==> config.mk <==
export PLATFORM = sky130hd
export DESIGN_NAME = uart_byte_rx
export DESIGN_NICKNAME = d
export VERILOG_FILES = /design/src/rtl/uart_pkg.sv /design/src/rtl/sync_2ff.sv /design/src/rtl/uart_byte_rx.sv
export SDC_FILE = /design/constraint.sdc
export NUM_CORES = 1
export LEC_CHECK = 0
export CORE_UTILIZATION = 45
export CTS_CLUSTER_DIAMETER = 120
export DETAILED_ROUTE_END_ITERATION = 12
export PLACE_DENSITY = 0.7
export SLEW_MARGIN = 40
export SYNTH_ARGS = -nofsm -noshare
export SYNTH_HDL_FRONTEND = slang
export SYNTH_SLANG_ARGS = --single-unit
==> constraint.sdc <==
create_clock -name clock -period 5.4 [get_ports clock]
set_clock_uncertainty 0.1 [all_clocks]
set_input_delay 0.81 -clock clock [delete_from_list [all_inputs] [get_ports clock]]
set_output_delay 0.81 -clock clock [all_outputs]
set_load 0.01 [all_outputs]
==> src/rtl/uart_pkg.sv <==
// Shared types and constants for the UART receive path.
package uart_pkg;

  localparam int UART_DATA_BITS = 8;

  // 40 MHz pixel clock / 115200 baud.
  localparam int UART_CLKS_PER_BIT_DEFAULT = 347;

  typedef enum logic [2:0] {
    IDLE,
    START,
    DATA,
    PARITY,
    STOP,
    BREAK
  } rx_state_t;

endpackage

==> src/rtl/sync_2ff.sv <==
// Generic single-bit two-flop synchroniser for asynchronous inputs.
// RESET_VAL sets the value both flops take during reset, so an idle-high
// line does not look like an edge when reset is released.
module sync_2ff #(
  parameter logic RESET_VAL = 1'b1
) (
  input  logic clock,
  input  logic reset,
  input  logic d,
  output logic q
);

  logic meta;

  // Two back-to-back flops give the first one a full cycle to settle.
  always_ff @(posedge clock or posedge reset) begin
    if (reset) begin
      meta <= RESET_VAL;
      q    <= RESET_VAL;
    end else begin
      meta <= d;
      q    <= meta;
    end
  end

endmodule

==> src/rtl/uart_byte_rx.sv <==
// UART byte receiver: 8 data bits, LSB first, 1 stop bit.
// Optional even-parity checking is enabled by defining UART_RX_PARITY_EN;
// without it there is no parity bit on the line and parity_err_o is tied 0.
module uart_byte_rx
  import uart_pkg::*;
#(
  parameter int CLKS_PER_BIT = UART_CLKS_PER_BIT_DEFAULT
) (
  input  logic                      clock,
  input  logic                      reset,
  input  logic                      uart_rx,
  output logic [UART_DATA_BITS-1:0] data_o,
  output logic                      valid_o,
  output logic                      frame_err_o,
  output logic                      parity_err_o,
  output logic                      busy_o
);

  localparam int HALF_BIT = CLKS_PER_BIT / 2;
  localparam int CNT_W    = $clog2(CLKS_PER_BIT);

  localparam logic [CNT_W-1:0] HALF_LAST = CNT_W'(HALF_BIT - 1);
  localparam logic [CNT_W-1:0] BIT_LAST  = CNT_W'(CLKS_PER_BIT - 1);
  localparam logic [2:0]       LAST_IDX  = 3'(UART_DATA_BITS - 1);

  // Below 4 clocks per bit the half-bit offset degenerates.
  generate
    if (CLKS_PER_BIT < 4) begin : g_bad_param
      $error("uart_byte_rx: CLKS_PER_BIT must be at least 4");
    end
  endgenerate

  logic                      rx_s;
  rx_state_t                 state, state_nxt;
  logic [CNT_W-1:0]          cnt, cnt_nxt;
  logic [2:0]                bit_idx, bit_idx_nxt;
  logic [UART_DATA_BITS-1:0] shift, shift_nxt;
  logic [UART_DATA_BITS-1:0] data_nxt;
  logic                      valid_nxt;
  logic                      frame_nxt;
`ifdef UART_RX_PARITY_EN
  logic                      par_bit, par_bit_nxt;
  logic                      parity_err_nxt;
`endif

  sync_2ff #(
    .RESET_VAL(1'b1)
  ) u_rx_sync (
    .clock(clock),
    .reset(reset),
    .d    (uart_rx),
    .q    (rx_s)
  );

  assign busy_o = (state != IDLE);

  // State, counters, shift register and registered output pulses.
  always_ff @(posedge clock or posedge reset) begin
    if (reset) begin
      state       <= IDLE;
      cnt         <= '0;
      bit_idx     <= '0;
      shift       <= '0;
      data_o      <= '0;
      valid_o     <= 1'b0;
      frame_err_o <= 1'b0;
    end else begin
      state       <= state_nxt;
      cnt         <= cnt_nxt;
      bit_idx     <= bit_idx_nxt;
      shift       <= shift_nxt;
      data_o      <= data_nxt;
      valid_o     <= valid_nxt;
      frame_err_o <= frame_nxt;
    end
  end

`ifdef UART_RX_PARITY_EN
  // Captured parity bit and its registered error pulse.
  always_ff @(posedge clock or posedge reset) begin
    if (reset) begin
      par_bit      <= 1'b0;
      parity_err_o <= 1'b0;
    end else begin
      par_bit      <= par_bit_nxt;
      parity_err_o <= parity_err_nxt;
    end
  end
`else
  assign parity_err_o = 1'b0;
`endif

  // Next-state logic; the bit counter restarts on every state change.
  always_comb begin
    state_nxt   = state;
    cnt_nxt     = cnt + 1'b1;
    bit_idx_nxt = bit_idx;
    shift_nxt   = shift;
    data_nxt    = data_o;
    valid_nxt   = 1'b0;
    frame_nxt   = 1'b0;
`ifdef UART_RX_PARITY_EN
    par_bit_nxt    = par_bit;
    parity_err_nxt = 1'b0;
`endif
    case (state)
      IDLE: begin
        cnt_nxt     = '0;
        bit_idx_nxt = '0;
        if (!rx_s) begin
          state_nxt = START;
        end
      end
      START: begin
        if (cnt == HALF_LAST) begin
          cnt_nxt   = '0;
          state_nxt = rx_s ? IDLE : DATA;
        end
      end
      DATA: begin
        if (cnt == BIT_LAST) begin
          cnt_nxt     = '0;
          shift_nxt   = {rx_s, shift[UART_DATA_BITS-1:1]};
          bit_idx_nxt = bit_idx + 1'b1;
          if (bit_idx == LAST_IDX) begin
`ifdef UART_RX_PARITY_EN
            state_nxt = PARITY;
`else
            state_nxt = STOP;
`endif
          end
        end
      end
`ifdef UART_RX_PARITY_EN
      PARITY: begin
        if (cnt == BIT_LAST) begin
          cnt_nxt     = '0;
          par_bit_nxt = rx_s;
          state_nxt   = STOP;
        end
      end
`endif
      STOP: begin
        if (cnt == BIT_LAST) begin
          cnt_nxt = '0;
          if (rx_s) begin
            state_nxt = IDLE;
`ifdef UART_RX_PARITY_EN
            if (^{shift, par_bit}) begin
              parity_err_nxt = 1'b1;
            end else begin
              data_nxt  = shift;
              valid_nxt = 1'b1;
            end
`else
            data_nxt  = shift;
            valid_nxt = 1'b1;
`endif
          end else begin
            frame_nxt = 1'b1;
            state_nxt = BREAK;
          end
        end
      end
      BREAK: begin
        cnt_nxt = '0;
        if (rx_s) begin
          state_nxt = IDLE;
        end
      end
      default: begin
        cnt_nxt   = '0;
        state_nxt = IDLE;
      end
    endcase
  end

endmodule

After elaboration in Yosys (flattened, before gate mapping)
Index checks and enable logic that the tools add are counted.

Register bits after elaboration: 35. Word-level logic and storage cells: 52. Output and inout bits: 12.

Add/subtract/negate cells: 2. Multiplexer cells: 20. Reduce and logical (&&, ||, !) cells: 8. Equal/unequal tests: 13.

Operator list (count): $mux W3 (8); $mux W9 (2); $pmux W9 S2 (1); $pmux W3 S5 (1); $ne A2 B2 Y1 const B (5); $add A9 B1 Y9 const B (1); $eq A3 B3 Y1 const B (3); $eq A9 B8 Y1 const B (1); $eq A9 B9 Y1 const B (1); $mux W1 (6); $pmux W3 S2 (1); $reduce_and A6 Y1 (1); $reduce_and A2 Y1 (2); $add A3 B1 Y3 const B (1); $eq A3 B1 Y1 const B (1); $eq A3 B2 Y1 const B (1); $logic_not A3 Y1 (1); $reduce_and A3 Y1 (1); $reduce_bool A3 Y1 (1); $mux W2 (1); $ne A2 B1 Y1 const B (1); $reduce_bool A2 Y1 (1); $reduce_or A2 Y1 (1).

Logic depth before layout (Yosys ltp)
Depth after elaboration: 4. Depth in mapped cells: 7. Mapped depth without buffers: 6.

By module
Synthesis repeated with hierarchy kept, for this count alone.

Cells, all modules: 132. Area, all modules: 1589.0 um^2.

By module, submodules not included: uart_byte_rx (sequential area each 825.8 um^2, area an instance 1532.7 um^2, cells an instance 129, times used 1); sync_2ff (sequential area each 52.6 um^2, area an instance 56.3 um^2, cells an instance 3, times used 1).

Worst setup path after synthesis
No wires, ideal clock.

Path kind: register to output. Start: reg state[1]. End: out busy_o. Path slack: 3556 ps. Buffers on the path: 2. Stages on the path, launching flop included: 4. Arrival time: 934 ps. Cell sequence: dfrtp_1 > buf_2 > or3_1 > clkbuf_1.

Cells in the longest elaborated chain, start to end: 1.

RTL lines: from (decl) (RTL line uart_byte_rx.sv:34) `rx_state_t state, state_nxt;`; from (signal assigned) (RTL line uart_byte_rx.sv:68) `state <= state_nxt;`; $reduce_bool A3 Y1 (RTL line uart_byte_rx.sv:55) `assign busy_o = (state != IDLE);`; to (decl) (RTL line uart_byte_rx.sv:16) `output logic busy_o`.

Every way passes these cells.

Worst setup path in the final report
Start: reg state[2]. End: out busy_o.

Same word-level chain as after synthesis.

==> results by group <==
Routing
  – First DRT Iteration DRCs: 94
  – Vias/cell: 5.41
  – Routed Antenna Nets: 0
  – DRC: 0
  – DR pass1 iterations: 4
  – Drt total wl: 2.89 mm
  – Wire per inst: 14.7 µm
  – Vias: 1065

Global route
  – Largest net degree at the start of global routing: 36
  – Number of global-route vias before repair: 1100
  – Gr usage total: 0.170
  – Antenna violations before repair: 0
  – Grt ovf: 0
  – First-pass GRT wire length: 5.02 mm

Power
  – Sequential power share: 0.573
  – Internal power: 363 µW
  – Sw Share: 0.213
  – Max rail drop VDD: 0.149 mV
  – Net switching power figure: 98.4 µW
  – PD cells: 247 nW/µm²
  – Clock Power Share: 0.409
  – Leak pwr: 0.000861 µW
  – Total Power: 461 µW
  – Comb power frac: 0.018

Synth
  – Ys Warns: 0
  – Seq/Total Area, Yosys: 0.535
  – Yosys cell types: 39
  – Post-synth EDFFs: 0
  – Post-synth top area share: 0.503
  – Ys flop type: dfrtp_1
  – Post-Syn Nets: 145
  – Mapped cell area: 1640 µm²
  – Asr flop ratio synth: 1.00
  – #FFs+latches synth: 35
  – Syn Inst Count: 137
  – Largest area contributor in the netlist: dfrtp_1
  – Synth area leaders: dfrtp_1, mux2_2, ha_1, nor2_1, dfstp_2
  – Avg Cell Area, Syn: 12.0 µm²

Finish
  – Most frequent cells in the layout: dfrtp_1, mux2_2, nor2_1, clkdlybuf4s50_1, nand2_1
  – Commonest non-fill, non-tap cell in the layout: dfrtp_1
  – Fraction of layout cells with a size suffix above 1: 0.232
  – Layout area overhead: 13.9%
  – Fin nets: 158
  – Antenna Cells: 0

Setup path
  – Critical Path AT: 1.89 ns
  – Critical Path RT: 4.49 ns
  – CP Max Fanout: 11
  – Kind of end point of the critical path: primary output
  – Crit Path Category: flip-flop to primary output
  – Crit path launch type: flip-flop

Floorplan
  – Cell row count: 21
  – Initial Util: 0.481
  – Die Ht: 62.4 µm
  – Ports: 15
  – Die area: 3900 µm²
  – Die X: 62.4 µm
  – Placeable Area: 3420 µm²

STA
  – Fin crit share: 0.518
  – Hold violation count in the final report: 0
  – Final hold slack: 0.264 ns
  – Fmax: 358 MHz
  – Final TNS setup: 0 ns
  – Max-slew violation count: 0
  – Final setup viols: 0
  – Final min period: 2.80 ns
  – Unrepaired setup endpoints after global routing: no

Clock network
  – Hold_buf cts: 0
  – Clk slew on worst S/H paths: 0.11 ns
  – # Post-CTS Setup Buffers: 0
  – Root Driver: clkbuf_4
  – CTS sink cnt: 35
  – Clock latency on the worst-skew pair: 0.34 ns
  – H-tree Lvls: 2
  – Post-CTS Resized: 0
  – CTS tree: built
  – Clock buffer depth: 2
  – Total CTS buffers: 5

Placed design
  – Post-DP HPWL: 2.03 mm
  – Port bufs: 13
  – GP Congestion: 0.803

Status
  – Status: finished, final reports clean

Run
  – Max-Cap Viols: 0

Min path
  – Hold crit path type: flip-flop to flip-flop
==> cells in the mapped netlist, drive strengths merged (2+ instances only) <==
library cell and number:
nand2 7, clkbuf 2, o32a 2, dfrtp 33
o21ai 4, and4b 2, buf 6, xnor2 6
nor3 2, mux2 16, nor2 16, xor2 2
dfstp 2, ha 5, inv 6, nand3 6
and2 3
==> logic make-up (layout without fill, tap and decap cells) <==
group | count (synthesis) | count (layout) | synth area share
buffers and inverters | 14 | 28 | 0.0434
AND/OR/NAND/NOR | 44 | 44 | 0.164
XOR/XNOR | 8 | 8 | 0.0427
AO/OA/AOI/OAI | 14 | 14 | 0.0655
flip-flops | 35 | 35 | 0.535
multiplexers | 16 | 16 | 0.110
other | 1 | 1 | 0.00228
adder cells (fa/ha/maj) | 5 | 5 | 0.0381
==> metrics by stage <==
step | area, µm² | setup slack [ns] | utilization | cells
after global placement | 1790 | 3.03 | 0.524 | 189
after floorplan | 1640 | 3.56 | - | 137
final | 1870 | 2.60 | 0.548 | 197
after detailed placement | 1790 | 2.98 | 0.524 | 189
after CTS | 1870 | 2.59 | 0.548 | 197
after global routing | 1870 | 2.54 | 0.548 | 197
==> layer usage <==
metal | GRT usage | share of wire
met5 | 0 | 0
met4 | 0.102 | 0.024
met3 | 0.0401 | 0.037
met2 | 0.270 | 0.48
met1 | 0.210 | 0.45
==> layout make-up <==
type | instances | area, µm²
Clock buffer | 5 | 37.5
Clock inverter | 3 | 43.8
Fill cell | 301 | 1550
Inverter | 6 | 22.5
Multi-Input combinational cell | 88 | 693
Sequential cell | 35 | 878
Tap cell | 46 | 57.6
Timing Repair Buffer | 14 | 138
==> flip-flops by register name, indices dropped and copies added (netlist names) <==
signal and cells:
u_rx_sync.meta 1, shift 8, frame_err_o 1, state 3
data_o 8, bit_idx 3, cnt 9, u_rx_sync.q 1
valid_o 1
==> final timing paths <==
kind | from | endpoint | slack (ns) | depth (start not counted)
max in group asynchronous | reset | u_rx_sync.meta | 4.10 | 3
setup / recovery | state[2] | busy_o | 2.60 | 2
setup reg to reg | cnt[0] | data_o[5] | 3.47 | 6
min in group asynchronous | reset | data_o[6] | 0.76 | 3
hold reg to reg | u_rx_sync.meta | u_rx_sync.q | 0.26 | 0
hold / removal | u_rx_sync.meta | u_rx_sync.q | 0.26 | 0
==> power groups by stage <==
| stage | Combinational (µW) | Sequential (µW) | Clock (µW) |
|---|---|---|---|
| 2_1_floorplan | 6.46 | 268 | 0 |
| 3_3_place_gp | 8.23 | 270 | 0 |
| 3_5_place_dp | 8.64 | 270 | 0 |
| 4_1_cts | 8.69 | 265 | 193 |
| 5_1_grt | 9.62 | 265 | 203 |
| 6_report | 8.13 | 265 | 189 |
==> critical path, cell delays in order, from the launching register on <==
cell	delay, ns
dfrtp_1	0.54
or3_1	0.51
clkdlybuf4s50_1	0.51
No activity file was read; power rests on OpenSTA's default activity.
